`src/rtl/arb_prio16_pkg.sv`:
```
// arb_prio16_pkg
//   Shared definitions for the 16-way priority / round-robin arbiter:
//   FSM state encoding, requester count and grant-id width.
package arb_prio16_pkg;

    localparam int NUM_REQ = 16;
    localparam int ID_W    = 4;

    typedef enum logic [0:0] {
        IDLE = 1'b0,
        BUSY = 1'b1
    } state_t;

endpackage

```
`src/rtl/arb_prio16_enc.sv`:
```
// prio_enc16
//   Combinational circular priority encoder. Scans vec downward starting at
//   index start, wrapping 0 -> 15, and visits every index once, so the last
//   index examined is start+1.
//   Fixed priority:  start = 15        -> scan 15..0.
//   Round robin:     start = last_id-1 -> scan ends at last_id.
// Ports
//   vec   in  16  candidate vector
//   start in  4   first index examined
//   id    out 4   index of the first set bit found (0 when none)
//   vld   out 1   at least one bit of vec is set
import arb_prio16_pkg::*;

module prio_enc16 (
    input  logic [NUM_REQ-1:0] vec,
    input  logic [ID_W-1:0]    start,
    output logic [ID_W-1:0]    id,
    output logic               vld
);

    logic [ID_W-1:0] idx;

    // Walk from the far end of the scan back toward start; the last hit
    // written is the one closest to start, i.e. the highest priority.
    always_comb begin
        id  = '0;
        vld = 1'b0;
        idx = '0;
        for (int i = NUM_REQ - 1; i >= 0; i--) begin
            idx = start - ID_W'(i);
            if (vec[idx]) begin
                id  = idx;
                vld = 1'b1;
            end
        end
    end

endmodule

```
`src/rtl/arb_prio16.sv`:
```
// arb_prio16
//   16-requester arbiter with fixed-priority (index 15 highest) or
//   round-robin selection and a maximum grant hold time.
//   Handshake: a grant is issued from IDLE only; the owner keeps it while
//   req[gnt_id] stays high and releases it by pulsing done (done is only
//   meaningful while gnt_vld=1). Dropping en or reaching MAX_HOLD cycles
//   also revokes it. Every release is followed by one IDLE cycle with
//   gnt_vld=0; there is no preemption.
// Ports
//   clk       in  1   rising-edge clock
//   rst       in  1   synchronous active-high reset
//   en        in  1   arbiter enable (low blocks and revokes grants)
//   rr_mode   in  1   0 = fixed priority, 1 = round robin
//   req       in  16  request vector
//   done      in  1   owner release pulse
//   gnt       out 16  one-hot grant (registered)
//   gnt_id    out 4   granted index (registered)
//   gnt_vld   out 1   grant held
//   timeout   out 1   one-cycle pulse when revoked by the hold limit alone
//   fsm_state out 1   current FSM state, for observation
import arb_prio16_pkg::*;

module arb_prio16 #(
    parameter int MAX_HOLD = 16
) (
    input  logic               clk,
    input  logic               rst,
    input  logic               en,
    input  logic               rr_mode,
    input  logic [NUM_REQ-1:0] req,
    input  logic               done,
    output logic [NUM_REQ-1:0] gnt,
    output logic [ID_W-1:0]    gnt_id,
    output logic               gnt_vld,
    output logic               timeout,
    output state_t             fsm_state
);

    state_t          state;
    logic [7:0]      hold_cnt;
    logic [ID_W-1:0] last_id;

    logic [ID_W-1:0] start;
    logic [ID_W-1:0] win_id;
    logic            win_vld;
    logic            owner_req;
    logic            hold_hit;
    logic            release_now;

    // last_id-1 wraps 0 -> 15, so after reset round robin matches fixed.
    assign start = rr_mode ? (last_id - 4'd1) : 4'd15;

    prio_enc16 u_enc (
        .vec   (req),
        .start (start),
        .id    (win_id),
        .vld   (win_vld)
    );

    assign owner_req   = req[gnt_id];
    assign hold_hit    = (hold_cnt == 8'(MAX_HOLD));
    assign release_now = done | ~owner_req | ~en | hold_hit;
    assign fsm_state   = state;

    always_ff @(posedge clk) begin
        if (rst) begin
            state    <= IDLE;
            gnt      <= '0;
            gnt_id   <= '0;
            gnt_vld  <= 1'b0;
            timeout  <= 1'b0;
            hold_cnt <= '0;
            last_id  <= '0;
        end else begin
            case (state)
                IDLE: begin
                    timeout <= 1'b0;
                    if (en && win_vld) begin
                        gnt      <= NUM_REQ'(1) << win_id;
                        gnt_id   <= win_id;
                        gnt_vld  <= 1'b1;
                        hold_cnt <= 8'd1;
                        last_id  <= win_id;
                        state    <= BUSY;
                    end else begin
                        gnt      <= '0;
                        gnt_id   <= '0;
                        gnt_vld  <= 1'b0;
                        hold_cnt <= '0;
                    end
                end
                BUSY: begin
                    if (release_now) begin
                        gnt      <= '0;
                        gnt_id   <= '0;
                        gnt_vld  <= 1'b0;
                        hold_cnt <= '0;
                        state    <= IDLE;
                        // Any other release cause suppresses the timeout.
                        timeout  <= hold_hit & ~done & owner_req & en;
                    end else begin
                        hold_cnt <= hold_cnt + 8'd1;
                        timeout  <= 1'b0;
                    end
                end
                default: begin
                    state <= IDLE;
                end
            endcase
        end
    end

endmodule

```
`config.mk`:
```
export PLATFORM = sky130hd
export DESIGN_NAME = arb_prio16
export DESIGN_NICKNAME = d
export VERILOG_FILES = /design/src/rtl/arb_prio16_pkg.sv /design/src/rtl/arb_prio16_enc.sv /design/src/rtl/arb_prio16.sv
export SDC_FILE = /design/constraint.sdc
export NUM_CORES = 1
export LEC_CHECK = 0
export CORE_MARGIN = 5
export CORE_UTILIZATION = 30
export CTS_BUF_LIST = sky130_fd_sc_hd__clkbuf_16
export DETAILED_ROUTE_END_ITERATION = 7
export RECOVER_POWER = 25
export SETUP_SLACK_MARGIN = 0.1
export SLEW_MARGIN = 20
export SYNTH_ARGS = -nofsm -noshare
export SYNTH_HDL_FRONTEND = slang
export SYNTH_SLANG_ARGS = --single-unit
```
`constraint.sdc`:
```
create_clock -name clk -period 5.8 [get_ports clk]
set_clock_uncertainty 0.05 [all_clocks]
set_input_delay 1.16 -clock clk [delete_from_list [all_inputs] [get_ports clk]]
set_output_delay 1.16 -clock clk [all_outputs]
set_load 0.02 [all_outputs]
```
# --- After elaboration in Yosys (flattened, before gate mapping) ---
# Index checks and enable logic that the tools add are counted.
# W data, S select, Z words.
classes:
  eq_ne: 2
  n_reduce_logical: 2
  mux: 83
  bitwise: 10
  multipliers: 0
  order_cmp: 17
  shifts: 1
  addsub: 17
  n_div: 0
op_table:
  columns: ["cell", "count"]
  rows:
  - ["$lt A4 B5 Y1 const B", 17]
  - ["$mux W4", 19]
  - ["$bmux W1 S4", 17]
  - ["$mux W1", 38]
  - ["$mux W16", 2]
  - ["$pmux W16 S2", 1]
  - ["$sub A4 B4 Y4 const B", 8]
  - ["$pmux W8 S2", 1]
  - ["$shl A1 B4 Y16 const A", 1]
  - ["$sub A4 B3 Y4 const B", 4]
  - ["$add A8 B1 Y8 const B", 1]
  - ["$eq A8 B5 Y1 const B", 1]
  - ["$mux W8", 1]
  - ["$pmux W4 S2", 1]
  - ["$sub A4 B1 Y4 const B", 2]
  - ["$sub A4 B2 Y4 const B", 2]
  - ["$pmux W1 S2", 3]
  - ["$not A1 Y1", 4]
  - ["$and A1 B1 Y1", 3]
  - ["$or A1 B1 Y1", 3]
  - ["$ne A2 B1 Y1 const B", 1]
  - ["$reduce_and A2 Y1", 1]
  - ["$logic_and A1 B1 Y1", 1]
totals:
  in_bits: 21
  elab_cells: 139
  romBits: 0
  latchBits: 0
  mem_count: 0
  ff_bits: 35
  mem_bits_rw: 0

# --- Logic depth before layout (Yosys ltp) ---
# Gate-level depths: netlist of run 1.
logic_depth:
  word_depth: 24
  depth_mapped: 20

# --- By module ---
# A second synthesis of run 1 with hierarchy kept.
unflattened:
  hier_cells: 418
  area_unflattened_um2: 3956.3
by_module_without_submodules:
  columns: ["mod", "seq_area_each_um2", "n_inst", "cells_each", "area_per_inst_um2"]
  rows:
  - ["prio_enc16", 0.0, 1, 268, 2456.1]
  - ["arb_prio16", 700.7, 1, 150, 1500.2]

# --- Worst setup path after synthesis of run 1 ---
# No wires, ideal clock.
synth_timing:
  kind: "input to register"
  from: "input rr_mode"
  to: "register gnt[14]"
  t_arrival_ns: 5.064
  stages: 16
  setup_slack_ns: 0.585
  cell_sequence: "clkbuf_1 nand2_1 clkbuf_1 ha_1 clkbuf_1 clkbuf_1 nor3_1 a2111o_1 or3_1 a21oi_1 a2111oi_0 or4b_1 o2111a_1 o31a_1 buf_4 o41ai_1"
synth_via:
  elab_chain_cells: 23
  elab_cells_between_ends: 84
  cone_classes: "15 x add/sub; 1 x shift; 67 x mux; 1 x reduce/logical"
synth_lines:
  columns: ["element", "line", "rtl"]
  rows:
  - ["start: declaration", "arb_prio16.sv:29", "input logic rr_mode,"]
  - ["$mux W4 *", "arb_prio16.sv:51", "assign start = rr_mode ? (last_id - 4'd1) : 4'd15;"]
  - ["$sub A4 B4 Y4", "arb_prio16_enc.sv:30", "idx = start - ID_W'(i);"]
  - ["$bmux W1 S4", "arb_prio16_enc.sv:31", "if (vec[idx]) begin"]
  - ["$mux W1 (implied by the code)", "arb_prio16_enc.sv:31", null]
  - ["$mux W4 or $mux W1 (tied branches) (16 in series)", "arb_prio16_enc.sv:31", null]
  - ["$shl A1 B4 Y16 or $logic_and A1 B1 Y1 (tied branches)", "arb_prio16.sv:79, arb_prio16.sv:78", null]
  - ["$mux W16 *", "arb_prio16.sv:78", "if (en && win_vld) begin"]
  - ["$pmux W16 S2 *", "arb_prio16.sv:75", "case (state)"]
  - ["end signal: assignment", "arb_prio16.sv:79", "gnt <= NUM_REQ'(1) << win_id;"]
  - ["end: declaration", "arb_prio16.sv:32", "output logic [NUM_REQ-1:0] gnt,"]
# Every way passes the cells marked *; elsewhere a longest branch is shown, timed or not. The select of a mux whose other input is x is not followed.
# A chain may end at the register's enable or synchronous reset.

# --- Worst setup path in the final report of run 1 ---
layout_timing:
  from: "input rr_mode"
  to: "register gnt[6]"
# The elaborated chain is that of the path after synthesis.

==> impl_metrics.csv, run 1 <==
group,metric,value,unit
drt,drc,0,
cts,cts-hold-fix-buffers,0,
timing,worst_pin_slew,730,ps
setup_path,rrSetupSlack,830,ps
setup_path,r2r-start,"last_id[1]",
finish,syn2layout_area_growth,21.3,%
finish,design_area,0.00489,mm2
finish,drive_gt1_frac,0.164,
logic_synthesis,yosys_warnings,0,
floorplanning,die_w,126,um
place,port-buffer-count,43,
timing,hold_violations,0,
global_routing,grt_pass1_wl,22.3,mm
cts,clockRootBuffer,"clkbuf_16",
setup_path,crit_path_end_kind,"register",
drt,vias,4236,
timing,fin_crit,5370,ps
cts,path_clk_slew,50,ps
floorplanning,io_pins,44,
logic_synthesis,syn_nets,517,
drt,first_pass_iters,5,
hold_path,hold_class,"reg -> reg",
power,p_sw_frac,0.518,
global_routing,grtUsageTotal,0.174,
floorplanning,core_area,0.0132,mm2
drt,avgRoutedWirePerCell,19.9,um
logic_synthesis,synth-edff-count,0,
logic_synthesis,synthCells,485,
timing,clock.fmax,0.186,GHz
setup_path,crit_type,"in -> reg",
logic_synthesis,synth_commonest_cells,"41 x nand2_1, 38 x nor2_1, 35 x dfxtp_1",
logic_synthesis,yosysMostFrequentCell,"nand2_1",
cts,cts_made_buffers,5,
global_routing,grt-ovfl-total,0,
logic_synthesis,ys_seq_elements,35,
cts,clockBufferDepth,2,
timing,slew_headroom,0.500,
finish,nets,562,
cts,tritoncts,"built",
power,p_clk_frac,0.111,
place,hpwl,11.1,mm
timing,drv_slew,0,
floorplanning,core.rowCount,42,
finish,fillers,1321,
global_routing,grt.busiest_layer,"met2",
place,gp_congestion,0.943,
logic_synthesis,synthDistinctLibCells,74,
floorplanning,die_area,0.0159,mm2
logic_synthesis,syn_area_per_cell,8.32,um2
setup_path,cp.required,5920,ps
logic_synthesis,yosysTopAreaCell,"dfxtp_1",
global_routing,grt_pass1_vias,4117,
timing,fin_crit_sh,0.925,
setup_path,arrival,5490,ps
global_routing,grtUsageMet3,0.0284,
timing,setup-violations-final,0,
drt,drtAntennaViolNets,0,
global_routing,antenna_found_initial,0,
timing,grt_setup_unrepaired,"true",
run,drv_cap,0,
logic_synthesis,synth_top_area_share,0.174,
logic_synthesis,syn_area,0.00404,mm2
power,power_density,460,mW/mm2
setup_path,crit_fanout,10,
logic_synthesis,async_flop_share,0,
power,power_leakage,1.92,nW
cts,htree_levels,2,
setup_path,reg2reg_depth,15,
cts,insertion_delay,280,ps
power,p_int,1.08,mW
drt,drt_iter0_markers,433,
finish,num_antenna_cells,0,
floorplanning,initial_core_util,0.306,
hold_path,hp-start,"gnt[8]",
global_routing,use_met2,0.287,
drt,avgViaCountPerCell,5.99,
timing,setup_tns,0,ps
power,power_frac_seq,0.129,
drt,wirelength,14.1,mm
floorplanning,die_h,126,um
power,net-switching-power,1.16,mW
cts,clock-sinks,35,
hold_path,hold_depth,2,
setup_path,r2r_end,"gnt[6]",
status,outcome,"finished clean",
logic_synthesis,synth-main-ff-cell,"dfxtp_1",
power,combPwrFrac,0.760,
global_routing,gr-usage-met1,0.227,
place,place_area,0.00474,mm2
logic_synthesis,synth-seq-area-share,0.174,
power,ir_drop,0.202,mV
hold_path,min_to,"gnt[8]",
logic_synthesis,synth_top_cells_by_area,"dfxtp_1 17%, mux4_2 11%, mux2i_1 6.7%, nand2_1 3.8%, nor2_1 3.5%",
global_routing,grt_max_degree,33,
setup_path,cp-start-kind,"input port",
-- timing repair --
item	in CTS	in global routing
setup buffers	0	0
endpoints found under the setup margin	0	9
gates resized for setup	0	5
-- per-stage QoR --
| stage | hold slack (ps) | util | worst slack [ps] | std cells | total power [mW] |
|---|---|---|---|---|---|
| 5_1_grt | 419 | 0.371 | 99.3 | 707 | 2.39 |
| 3_5_place_dp | 385 | 0.359 | 22.5 | 699 | 1.96 |
| 6_report | 404 | 0.371 | 432 | 707 | 2.25 |
| 3_3_place_gp | 386 | 0.359 | 122 | 699 | 1.95 |
| 4_1_cts | 408 | 0.369 | 286 | 707 | 2.22 |
| 2_1_floorplan | 464 | - | 585 | 485 | 1.46 |
-- registers in the layout, summed over array words and instances, names as in the netlist --
name,flops
hold_cnt,8
fsm_state,1
last_id,4
gnt,16
gnt_vld,1
gnt_id,4
timeout,1
-- cells in the final DEF (no fill, tap or decap), types with 3 or more instances in the layout --
cell type / n
mux2_2: 9
a31oi_1: 3
ha_1: 11
nor3b_1: 4
o32ai_1: 6
inv_1: 17
clkbuf_16: 5
o21a_1: 7
o41ai_2: 4
nand2b_1: 4
o211ai_1: 9
a311oi_1: 4
a21boi_0: 3
a21oi_1: 19
clkdlybuf4s50_1: 29
a31o_2: 3
o41ai_1: 12
nor4_1: 6
or3_1: 4
a211oi_1: 7
or2_2: 4
a22o_1: 3
o22ai_1: 4
and2_1: 11
buf_4: 26
nor3_1: 14
o21ai_0: 14
a2111oi_0: 5
a21o_1: 10
mux4_2: 19
dlygate4sd3_1: 14
a211o_1: 6
mux2i_1: 27
dfxtp_1: 35
nor2_1: 38
xnor2_1: 15
and3_1: 11
nand2_1: 41
nand3_1: 22
-- power groups by stage --
stage,clock (mW),sequential [mW],combinational (mW)
finish,0.249,0.291,1.71
global route,0.262,0.296,1.84
CTS,0.255,0.292,1.67
detailed placement,0,0.296,1.66
global placement,0,0.295,1.65
floorplan,0,0.306,1.16
-- worst max path at each step --
stage,start,endpoint,slack (ps),cells past startpoint
6_report,rr_mode,gnt[6],430,14
5_1_grt,rr_mode,gnt[10],100,16
4_1_cts,rr_mode,gnt[10],290,16
3_5_place_dp,rr_mode,gnt[10],20,16
3_3_place_gp,rr_mode,gnt[8],120,16
2_1_floorplan,rr_mode,gnt[14],580,16
-- routing by layer --
layer	part of all wire	vias up	wire length [um]
met4	0.026	0	364
met1	0.42	2015	5870
li1	-	1971	-
met2	0.48	225	6740
met3	0.080	25	1120
met5	0	-	0
-- cell families after synthesis --
group | synth area share
adders and majority gates | 0.0341
AOI/OAI and AO/OA | 0.266
DFF | 0.174
xor gates and xnor gates | 0.0518
buffers and inverters | 0.0518
and+or+nand+nor | 0.218
muxes | 0.204
-- cell type report --
type | instances | area [um2] | share of cell area
clock buffers | 5 | 125 | 0.0256
clock inverters | 3 | 12.5 | 0.00256
inverters | 17 | 63.8 | 0.0130
multi-input cells | 402 | 3150 | 0.643
flip-flops and latches | 35 | 701 | 0.143
well taps | 176 | 220 | 0.0450
repair buffers | 69 | 626 | 0.128
-- worst max-delay path, cell delays in order --
cell and delay, ps:
clkdlybuf4s50_1 460, nand2_1 290, ha_1 360, nand2_1 100, mux2i_1 370, o32ai_1 250
buf_4 190, mux4_2 440, nor3_1 200, a2111oi_0 140, or4b_1 520, o2111a_1 160
o31a_1 410, o41ai_1 420
Note: power is estimated with default switching activity, not from simulation.
==> run 2: changes to the inputs <==
- CORE_MARGIN: 5 -> 2
==> run 2 against run 1 <==
Combinational power up 5%. Clock-buffer cell count unchanged. Via count down 0.26%. Non-clock buffer count up 16. Routed wire length up 0.23%. Register-to-register slack better by 100 ps. Total power up 3.6%. Sequential share of layout area down 0.34 points. Sequential cell count unchanged. Cell count up 2.3%. Critical endpoint is now gnt[15]. Largest power group unchanged.
==> impl_metrics.csv, run 2 (synthesis results as in run 1) <==
group,metric,value,unit
cts,cts-hold-fix-buffers,0,
cts,htree_levels,2,
power,p_sw_frac,0.506,
floorplanning,initial_core_util,0.306,
cts,insertion_delay,280,ps
place,place_inst,715,
timing,drv_slew,0,
global_routing,use_met2,0.345,
finish,multi_input_area,0.00313,mm2
drt,drt_iter0_markers,255,
global_routing,grt_pass1_vias,4190,
hold_path,hold_class,"reg -> reg",
setup_path,crit_type,"in -> reg",
finish,largest_register_ffs,16,
setup_path,cp.required,5920,ps
drt,drc,0,
timing,slew_headroom,0.491,
floorplanning,core.rowCount,42,
cts,cts_made_buffers,5,
cts,clockBufferDepth,2,
global_routing,grtUsageMet3,0.0209,
run,drv_cap,0,
finish,regMostFlops,"gnt",
cts,clockRootBuffer,"clkbuf_16",
timing,setup_tns,0,ps
drt,avgRoutedWirePerCell,19.5,um
floorplanning,die_h,120,um
global_routing,gr-usage-met1,0.261,
cts,cts_resized,0,
floorplanning,io_pins,44,
cts,clock-sinks,35,
timing,setup-violations-final,0,
drt,avgViaCountPerCell,5.84,
global_routing,grt_pass1_wl,22.7,mm
setup_path,crit_path_end_kind,"register",
finish,regArea,701,um2
power,p_int,1.15,mW
power,power_frac_seq,0.125,
global_routing,antenna_found_initial,0,
finish,num_antenna_cells,0,
power,ir_drop,0.205,mV
finish,layout.cells.non_filler,723,
power,power,2.33,mW
cts,path_clk_slew,50,ps
power,power_density,465,mW/mm2
finish,fillers,1352,
finish,largestRegisters,"gnt: 16 flops, hold_cnt: 8 flops",
setup_path,cp-start-kind,"input port",
timing,fin_crit_sh,0.889,
finish,nets,578,
power,power_leakage,2.00,nW
timing,finalHoldWorstSlack,399,ps
global_routing,grt_max_degree,35,
power,p_clk_frac,0.107,
global_routing,grt-ovfl-total,0,
timing,grt_setup_unrepaired,"false",
cts,post_cts_buffers,0,
timing,worst_pin_slew,761,ps
cts,tritoncts,"built",
drt,first_pass_iters,4,
global_routing,grtUsageTotal,0.200,
setup_path,crit_fanout,14,
setup_path,arrival,5280,ps
power,combPwrFrac,0.768,
floorplanning,die_area,0.0144,mm2
timing,clock.fmax,0.194,GHz
floorplanning,core_area,0.0132,mm2
finish,syn2layout_area_growth,24.2,%
drt,wirelength,14.1,mm
place,gp_congestion,0.955,
place,hpwl,11.3,mm
timing,hold_violations,0,
floorplanning,die_w,120,um
finish,fin_util,0.380,
finish,drive_gt1_frac,0.183,
finish,layout_common_cells,"41 x nand2_1, 41 x buf_4, 38 x nor2_1",
status,outcome,"finished clean",
place,port-buffer-count,43,
global_routing,grt.busiest_layer,"met2",
drt,vias,4225,
drt,drtAntennaViolNets,0,
timing,fin_crit,5160,ps
power,net-switching-power,1.18,mW
[run 2: path summary, 6_finish.rpt]
kind                                 start       to  slack (ps)  depth (start not counted)
worst min register to register     gnt[10]  gnt[10]         400                          2
worst max-delay path               rr_mode  gnt[15]         640                         16
worst max register to register  last_id[1]  gnt[15]         930                         14
worst min-delay path               gnt[10]  gnt[10]         400                          2
[run 2: power by group through the flow]
stage,registers [mW],clock network (mW),logic [mW]
4_1_cts,0.292,0.255,1.75
2_1_floorplan,0.306,0,1.16
5_1_grt,0.296,0.265,1.92
6_report,0.291,0.250,1.79
3_3_place_gp,0.295,0,1.74
3_5_place_dp,0.296,0,1.75
[run 2: area by class of cell]
type,count,area share
multi-input cells,402,0.624
repair buffers,85,0.152
flip-flops and latches,35,0.140
well taps,176,0.0439
clock buffers,5,0.0250
inverters,17,0.0127
clock inverters,3,0.00250
[run 2: stage by stage]
| stage | setup WS [ps] | area (um2) |
|---|---|---|
| 6_report | 642 | 5010 |
| 5_1_grt | 330 | 5010 |
| 4_1_cts | 319 | 5010 |
| 3_5_place_dp | 45.6 | 4870 |
| 3_3_place_gp | 79.0 | 4870 |
| 2_1_floorplan | 585 | 4040 |
[run 2: worst max-delay path: stages]
cell and delay, ps:
dlymetal6s2s_1 260, inv_1 160, nor2_4 140, buf_4 240, ha_1 410, buf_4 240
nor4_1 270, a2111oi_1 100, buf_4 180, mux2_2 340, a32oi_1 180, nand2_1 100
or4b_1 500, o2111a_1 180, o31a_1 400, o41ai_2 410
[run 2: layer usage]
| metal | wire, um | vias to the layer above |
|---|---|---|
| met3 | 957 | 21 |
| met1 | 6040 | 2021 |
| met5 | 0 | - |
| li1 | - | 1994 |
| met2 | 6820 | 189 |
| met4 | 308 | 0 |
==> run 3: changes to the inputs <==
- GPL_ROUTABILITY_DRIVEN: not set -> 0
==> run 3 against run 2 <==
Sequential share of layout area up 0.18 points. Clock-buffer cell count stayed put. Largest cell class unchanged. Hold slack lost 2.0 ps.
==> impl_metrics.csv, run 3 (synthesis results as in run 1) <==
group,metric,value,unit
drt,drc,0,
setup_path,critPathSlowestCell,"clkdlybuf4s50_1",
power,power,2.33,mW
cts,cts_made_buffers,5,
power,power_density,470,mW/mm2
finish,layout_common_cells,"41 x nand2_1, 38 x nor2_1, 35 x dfxtp_1",
global_routing,grt_pass1_wl,22.3,mm
cts,tritoncts,"built",
power,net-switching-power,1.18,mW
timing,layout_setup_ws,393,ps
global_routing,grt_pass1_vias,4150,
power,ir_drop,0.277,mV
timing,grt_setup_unrepaired,"false",
cts,clock-sinks,35,
drt,drt_iter0_markers,343,
setup_path,cp-start-kind,"input port",
finish,mostFrequentLayoutCell,"nand2_1",
setup_path,crit_family,"compound AO/OA/AOI/OAI gates",
power,p_clk_frac,0.131,
timing,setup-violations-final,0,
finish,layout.cells.non_filler,712,
power,p_int,1.15,mW
global_routing,gr-usage-met1,0.249,
timing,worst_pin_slew,792,ps
drt,avgViaCountPerCell,6.08,
floorplanning,die_area,0.0144,mm2
setup_path,crit_type,"in -> reg",
timing,setup_tns,0,ps
finish,num_antenna_cells,0,
setup_path,cp.required,5910,ps
floorplanning,initial_core_util,0.306,
finish,nets,567,
global_routing,grt-ovfl-total,0,
setup_path,arrival,5510,ps
finish,drive_gt1_frac,0.172,
cts,htree_levels,2,
global_routing,grt_max_degree,35,
setup_path,path_cells,"clkdlybuf4s50_1 -> nand2_1 -> ha_2 -> inv_1 -> o21ai_0 -> a2111oi_1 -> buf_4 -> mux2_2 -> nor2_1 -> o21ai_0 -> a311oi_1 -> a311oi_1 -> o21ai_1 -> o41ai_1",
global_routing,grtUsageMet3,0.0333,
global_routing,grt.busiest_layer,"met2",
floorplanning,core.rowCount,42,
run,drv_cap,0,
drt,avgRoutedWirePerCell,19.9,um
hold_path,hold_class,"reg -> reg",
power,power_leakage,1.95,nW
setup_path,crit_path_end_kind,"register",
cts,insertion_delay,280,ps
floorplanning,die_w,120,um
cts,clockBufferDepth,2,
power,p_sw_frac,0.507,
cts,path_clk_slew,60,ps
finish,largest_register_ffs,16,
setup_path,slowest_delay,620,ps
finish,syn2layout_area_growth,22.7,%
finish,fin_util,0.375,
cts,clockRootBuffer,"clkbuf_16",
finish,regArea,701,um2
place,hpwl,11.0,mm
drt,drtAntennaViolNets,0,
finish,fillers,1351,
timing,clock.fmax,0.185,GHz
drt,first_pass_iters,5,
drt,vias,4326,
power,power_frac_seq,0.125,
global_routing,use_met2,0.322,
place,port-buffer-count,43,
place,post-place-ws,-55.1,ps
power,combPwrFrac,0.744,
floorplanning,core_area,0.0132,mm2
timing,drv_slew,0,
timing,hold_violations,0,
timing,slew_headroom,0.470,
setup_path,crit_fanout,16,
drt,wirelength,14.2,mm
finish,regMostFlops,"gnt",
timing,fin_crit,5410,ps
global_routing,grtUsageTotal,0.196,
setup_path,crit_buf_inv,3,
status,outcome,"finished clean",
floorplanning,die_h,120,um
cts,post_cts_buffers,0,
finish,multi_input_area,0.00313,mm2
timing,fin_crit_sh,0.932,
finish,largestRegisters,"gnt: 16 flops, hold_cnt: 8 flops",
place,place_inst,704,
floorplanning,io_pins,44,
global_routing,antenna_found_initial,0,
[run 3: cell count changes in the layout (fill, tap and decap cells not counted), sizes merged]
cell,delta
buf,-11
bufinv,+1
clkinv,+1
dlymetal6s2s,-1
clkdlybuf4s50,+1
inv,-2
[run 3: layer usage]
metal  part of all wire  wire length (um)
met5                  0                 0
met4              0.042               598
met3              0.080              1140
met2               0.47              6660
met1               0.41              5780
[run 3: metrics by stage]
| step | instance area [um2] | hold slack [ps] |
|---|---|---|
| 6_report | 4950 | 397 |
| 5_1_grt | 4950 | 413 |
| 4_1_cts | 4940 | 401 |
| 3_5_place_dp | 4770 | 386 |
| 3_3_place_gp | 4770 | 389 |
| 2_1_floorplan | 4040 | 464 |
[run 3: worst paths after layout]
kind               from  cells past startpoint      to  slack, ps
max reg2reg  last_id[1]                     15  gnt[0]        930
max             rr_mode                     14  gnt[0]        390
min reg2reg      gnt[9]                      2  gnt[9]        400
min              gnt[9]                      2  gnt[9]        400
[run 3: repair_timing]
action,4_1_cts,5_1_grt
hold buffers,0,0
hold endpoints to repair,0,0
endpoints found under the setup margin,0,19
resized for setup,0,3
[run 3: area by class of cell]
class                           count  share of cell area
Timing Repair Buffer               74               0.134
Clock buffer                        5              0.0253
Clock inverter                      3             0.00885
Multi-Input combinational cell    402               0.633
Tap cell                          176              0.0445
Sequential cell                    35               0.142
Inverter                           17              0.0129
[run 3: tightest hold or removal path, delay by kind of cell, from the launching register on]
family,cells,cell delay (ps)
DFF,1,320
and+or+nand+nor,1,50
AOI/OAI and AO/OA,1,50
[run 3: power by group through the flow]
stage | clock network [mW] | logic, mW | registers (mW)
after floorplan | 0 | 1.16 | 0.306
after global placement | 0 | 1.65 | 0.296
after detailed placement | 0 | 1.67 | 0.296
after CTS | 0.311 | 1.68 | 0.292
after global routing | 0.314 | 1.85 | 0.296
final | 0.306 | 1.73 | 0.291
